===== src/rtl/fetch_unit_pkg.sv =====
// rtl/fetch_unit_pkg.sv - shared constants for the instruction-fetch front end
package fetch_unit_pkg;

  localparam int          XLEN_DEFAULT     = 32;
  localparam logic [31:0] RESET_PC_DEFAULT = 32'h0000_0000;
  localparam logic [31:0] NOP              = 32'h0000_0013;

  localparam logic [6:0] OPC_LOAD   = 7'b0000011;
  localparam logic [6:0] OPC_OP_IMM = 7'b0010011;
  localparam logic [6:0] OPC_STORE  = 7'b0100011;
  localparam logic [6:0] OPC_OP     = 7'b0110011;
  localparam logic [6:0] OPC_BRANCH = 7'b1100011;
  localparam logic [6:0] OPC_JALR   = 7'b1100111;
  localparam logic [6:0] OPC_JAL    = 7'b1101111;

endpackage


===== src/rtl/fetch_fifo.sv =====
// rtl/fetch_fifo.sv - synchronous FIFO with flush, used for the fetch queue and the in-flight PC queue
module fetch_fifo #(
  parameter int WIDTH = 32,
  parameter int DEPTH = 4
) (
  input  logic                       clk,
  input  logic                       rst,
  input  logic                       push,
  input  logic [WIDTH-1:0]           push_data,
  input  logic                       pop,
  input  logic                       flush,
  output logic [$clog2(DEPTH+1)-1:0] count,
  output logic [WIDTH-1:0]           head
);

  localparam int AW = $clog2(DEPTH);
  localparam int CW = $clog2(DEPTH+1);

  logic [WIDTH-1:0] mem [DEPTH];
  logic [AW-1:0]    rd_ptr;
  logic [AW-1:0]    wr_ptr;
  logic             do_pop;

  // Callers guarantee a free slot on push, so only underflow is guarded here.
  assign do_pop = pop && (count != '0);
  assign head   = mem[rd_ptr];

  always_ff @(posedge clk) begin
    if (rst || flush) begin
      rd_ptr <= '0;
      wr_ptr <= '0;
      count  <= '0;
    end else begin
      if (push)   wr_ptr <= wr_ptr + AW'(1);
      if (do_pop) rd_ptr <= rd_ptr + AW'(1);
      count <= count + CW'(push) - CW'(do_pop);
    end
  end

  always_ff @(posedge clk) begin
    if (push) mem[wr_ptr] <= push_data;
  end

endmodule


===== src/rtl/fetch_unit.sv =====
// rtl/fetch_unit.sv - instruction fetch front end: credit-limited imem requests, prefetch queue, redirect flush
module fetch_unit
  import fetch_unit_pkg::*;
#(
  parameter int              XLEN     = XLEN_DEFAULT,
  parameter int              DEPTH    = 4,
  parameter logic [XLEN-1:0] RESET_PC = XLEN'(RESET_PC_DEFAULT)
) (
  input  logic            clk,
  input  logic            rst,
  output logic            imem_req_valid,
  input  logic            imem_req_ready,
  output logic [XLEN-1:0] imem_req_addr,
  input  logic            imem_resp_valid,
  input  logic [31:0]     imem_resp_data,
  input  logic            redirect_valid,
  input  logic [XLEN-1:0] redirect_pc,
  output logic            dec_valid,
  input  logic            dec_ready,
  output logic [31:0]     dec_ins,
  output logic [XLEN-1:0] dec_pc
);

  localparam int CW = $clog2(DEPTH+1);

  logic [XLEN-1:0]    fetch_pc;
  logic [CW-1:0]      q_count;
  logic [CW-1:0]      pc_count;
  logic [CW-1:0]      drop_cnt;
  logic [CW-1:0]      outstanding;
  logic               req_fire;
  logic               resp_keep;
  logic               pop_fire;
  logic [XLEN-1:0]    resp_pc;
  logic [XLEN+31:0]   q_head;

  // Live requests either still own a PC slot or are already marked stale.
  assign outstanding = pc_count + drop_cnt;

  assign imem_req_valid = !rst && !redirect_valid &&
                          ((int'(q_count) + int'(outstanding)) < DEPTH);
  assign imem_req_addr  = fetch_pc;
  assign req_fire       = imem_req_valid && imem_req_ready;

  assign resp_keep = imem_resp_valid && !redirect_valid && (drop_cnt == '0);

  assign dec_valid         = !rst && (q_count != '0);
  assign pop_fire          = dec_valid && dec_ready && !redirect_valid;
  assign {dec_pc, dec_ins} = q_head;

  always_ff @(posedge clk) begin
    if (rst) begin
      fetch_pc <= RESET_PC & ~XLEN'(3);
      drop_cnt <= '0;
    end else if (redirect_valid) begin
      fetch_pc <= redirect_pc & ~XLEN'(3);
      drop_cnt <= outstanding - CW'(imem_resp_valid);
    end else begin
      if (req_fire) fetch_pc <= fetch_pc + XLEN'(4);
      if (imem_resp_valid && (drop_cnt != '0)) drop_cnt <= drop_cnt - CW'(1);
    end
  end

  fetch_fifo #(
    .WIDTH (XLEN),
    .DEPTH (DEPTH)
  ) u_pc_fifo (
    .clk       (clk),
    .rst       (rst),
    .push      (req_fire),
    .push_data (fetch_pc),
    .pop       (resp_keep),
    .flush     (redirect_valid),
    .count     (pc_count),
    .head      (resp_pc)
  );

  fetch_fifo #(
    .WIDTH (XLEN + 32),
    .DEPTH (DEPTH)
  ) u_queue (
    .clk       (clk),
    .rst       (rst),
    .push      (resp_keep),
    .push_data ({resp_pc, imem_resp_data}),
    .pop       (pop_fire),
    .flush     (redirect_valid),
    .count     (q_count),
    .head      (q_head)
  );

endmodule


===== config.mk =====
export PLATFORM = sky130hd
export DESIGN_NAME = fetch_unit
export DESIGN_NICKNAME = d
export VERILOG_FILES = /design/src/rtl/fetch_unit_pkg.sv /design/src/rtl/fetch_fifo.sv /design/src/rtl/fetch_unit.sv
export SDC_FILE = /design/constraint.sdc
export NUM_CORES = 1
export LEC_CHECK = 0
export CAP_MARGIN = 20
export CELL_PAD_IN_SITES_DETAIL_PLACEMENT = 0
export CELL_PAD_IN_SITES_GLOBAL_PLACEMENT = 2
export CORE_UTILIZATION = 36
export DETAILED_ROUTE_END_ITERATION = 10
export MAX_ROUTING_LAYER = met4
export PLACE_DENSITY = 0.66
export SLEW_MARGIN = 20
export SYNTH_ARGS = -nofsm -noshare
export SYNTH_HDL_FRONTEND = slang
export SYNTH_SLANG_ARGS = --single-unit

===== constraint.sdc =====
create_clock -name clk -period 4 [get_ports clk]
set_clock_uncertainty 0.05 [all_clocks]
set_input_delay 0.4 -clock clk [delete_from_list [all_inputs] [get_ports clk]]
set_output_delay 0.4 -clock clk [all_outputs]
set_load 0.01 [all_outputs]

==> flow_metrics.tcl <==
set metrics [dict create \
    place_area_um2 18700 \
    cts_setup_buffers 0 \
    vias 8444 \
    fp.coreArea_um2 44400 \
    start_util_pct 36.6 \
    max_stage_delay_ps 590 \
    crit_arrival_ps 3250 \
    cts.sinks 419 \
    area_growth_pct 23.3 \
    drv_cap 0 \
    finalSetupTns_ps 0 \
    critPathBufInv 1 \
    crit_fanout 7 \
    io_buffers 161 \
    syn-cell-area_um2 16300 \
    die-area_um2 46100 \
    p_leak_nw 6.33 \
    post_cts_resize_count 0 \
    dieWidth_um 215 \
    drc 0 \
    avgSynthCellArea_um2 19.2 \
    finalInstanceArea_um2 20100 \
    status "finished clean" \
    rsz0062_at_grt "false" \
    drv_slew 0 \
    crit_path_end_kind "primary output" \
    gp_congestion 0.734 \
    clock.fmax_mhz 270 \
    grt_pass1_wl_um 55400 \
    path_delay_family "adder cells" \
    syn_inst 847 \
    insertedDiodeCount 0 \
    fillers 3855 \
    viasPerCell 5.06 \
    cts_tree "done" \
    hold_class "in -> reg" \
    layoutNonFillerInstCount 1669 \
    place_ws_ps 683 \
    timing.rr.end "imem_req_addr[24]$_SDFFE_PP0P_" \
    rrSetupSlack_ps 730 \
    hold_depth 3 \
    min_period_over_period_pct 92.5 \
    cp_slowest_cell "clkdlybuf4s50_1" \
    ys_warn_count 0 \
    clk_pin_slew_ps 60 \
    reg2reg_from "drop_cnt[0]$_SDFFE_PP0P_" \
    track_usage_pct 16.5 \
    synth_cell_types 62 \
    crit_required_ps 3550 \
    cp-start-kind "register" \
    hold_start "redirect_pc[2]" \
    die_h_um 215 \
    firstDrtPassIters 5 \
    synth.area.top_cells "edfxtp_1 (68%), mux4_2 (13%), dfxtp_1 (6.3%)" \
    irDropWorstVdd_mv 0.248 \
    drt_first_iter_violations 603 \
    antenna_found_initial 0 \
    wirelength_um 36200 \
    post_drt_wl_per_cell_um 21.7 \
    critPathKind "reg -> out" \
    ys_seq_area_share_pct 74.2 \
    cts_buffer_depth 3 \
    clk_latency_ps 560 \
    ys_seq_elements 419 \
    relSlewSlack_pct 38.3 \
    crit_chain "ha_1 -> fa_1 -> xnor2_1 -> xnor2_1 -> ha_1 -> a311oi_2 -> nor3b_1 -> clkdlybuf4s50_1" \
    period_minus_slack_ps 3700 \
    rows 77 \
    synth_edf_count 368 \
    holdPathEnd "imem_req_addr[2]$_SDFFE_PP0P_" \
    yosys.area.top_type_share_pct 67.9 \
    synth_ff_type "edfxtp_1" \
    drive_above_1_share_pct 18.3 \
    root_buffer "clkbuf_16" \
    antenna_left 0 \
    worst_slack_ps 300 \
    cts_buffers 45 \
    grt_overflow_total 0 \
    place_hpwl_um 22500 \
    hold_viol 0 \
    worst_pin_slew_ps 925 \
    r2r_cells 11 \
    postLayoutCoreUtil_pct 45.2 \
    htree_levels 2 \
    dp_cells 1589 \
    grt_pass1_vias 8916 \
    grt_max_degree 40 \
    cts-hold-fix-buffers 0 \
    nets 1137 \
    synthArstFlopShare_pct 0 \
    synth_area_leader_cell "edfxtp_1" \
    p_per_area_nw_per_um2 458 \
    io_pins 168 \
    finalSetupViolations 0 \
]
-- worst max-delay path by stage --
stage	from	cells past startpoint	to
finish	drop_cnt[0]$_SDFFE_PP0P_	8	imem_req_valid
floorplan	u_pc_fifo.count[0]$_SDFF_PP0_	15	u_pc_fifo.count[2]$_SDFF_PP0_
global placement	drop_cnt[0]$_SDFFE_PP0P_	11	imem_req_addr[24]$_SDFFE_PP0P_
detailed placement	drop_cnt[0]$_SDFFE_PP0P_	11	imem_req_addr[24]$_SDFFE_PP0P_
CTS	drop_cnt[0]$_SDFFE_PP0P_	8	imem_req_valid
global route	drop_cnt[0]$_SDFFE_PP0P_	8	imem_req_valid
-- worst min-delay path, stage by stage --
cell	delay [ps]
clkdlybuf4s50_1	390
nor2_1	90
a2111oi_1	60
-- power breakdown --
part	switching, mW	internal (mW)
Clock	1.63	2.14
Combinational	0.243	0.257
Sequential	0.0775	4.84
Total	1.95	7.24
-- flip-flops by register name, summed over array words and instances, names as in the netlist, named ones only --
register	count
u_pc_fifo.count	3
u_queue.count	3
drop_cnt	3
u_queue.rd_ptr	2
u_queue.mem	248
imem_req_addr	30
u_pc_fifo.rd_ptr	2
u_pc_fifo.wr_ptr	2
u_queue.wr_ptr	2
u_pc_fifo.mem	120
-- area by class of cell --
| cell class | count | area (um2) | share of cell area [%] |
|---|---|---|---|
| clock buffers | 53 | 1170 | 5.81 |
| flip-flops and latches | 419 | 12100 | 60.2 |
| multi-input cells | 368 | 3950 | 19.7 |
| repair buffers | 186 | 1870 | 9.35 |
| inverters | 24 | 90.1 | 0.449 |
| well taps | 592 | 741 | 3.69 |
| clock inverters | 27 | 158 | 0.786 |
-- cells by family after synthesis --
logic type               Yosys count  synth area share [%]
adder cells (fa/ha/maj)           23                  1.91
AO/OA/AOI/OAI                     79                  3.26
buffers and inverters             63                  1.70
multiplexers                      95                  12.9
other                              1                0.0230
flip-flops                       419                  74.2
XOR/XNOR                          19                  1.02
AND/OR/NAND/NOR                  148                  4.97
-- synth_stat cells, types with 6 or more instances --
cell type / number
edfxtp_1: 368
mux4_2: 92
dfxtp_1: 51
nor2_1: 34
nand2_1: 29
a21oi_1: 23
inv_1: 22
ha_1: 20
clkbuf_1: 18
nand3_1: 17
xnor2_1: 16
and2_1: 12
buf_2: 11
nand4_1: 11
nor3_1: 10
and3_1: 9
o21ai_1: 8
a31oi_1: 7
a22oi_1: 6
-- per-layer routing --
layer  vias to the layer above  wire, um  global-route usage [%]
met5                         -         0                       -
met4                         0      1020                    5.10
met3                        68      1670                    3.38
met2                       228     16800                    25.1
met1                      4327     16600                    22.2
li1                       3821         -                       -
-- metrics by stage --
step	power (mW)	hold slack [ps]
after floorplan	5.21	419
after global placement	5.51	436
after detailed placement	5.52	449
after CTS	9.34	339
after global routing	9.52	383
final	9.19	380
-- cell usage in the layout (no fill, tap or decap), types with 10 or more instances in the layout --
cell	synthesis	layout
nor3_1	10	10
mux4_2	92	92
clkinv_1	1	13
a21oi_1	23	23
clkbuf_16	0	45
clkdlybuf4s50_1	0	161
edfxtp_1	368	368
dfxtp_1	51	47
clkinv_2	0	10
xnor2_1	16	16
ha_1	20	20
nor2_1	34	34
nand4_1	11	11
inv_1	22	22
nand2_1	29	29
buf_4	5	19
nand3_1	17	17
No activity file was read; power rests on OpenSTA's default activity.
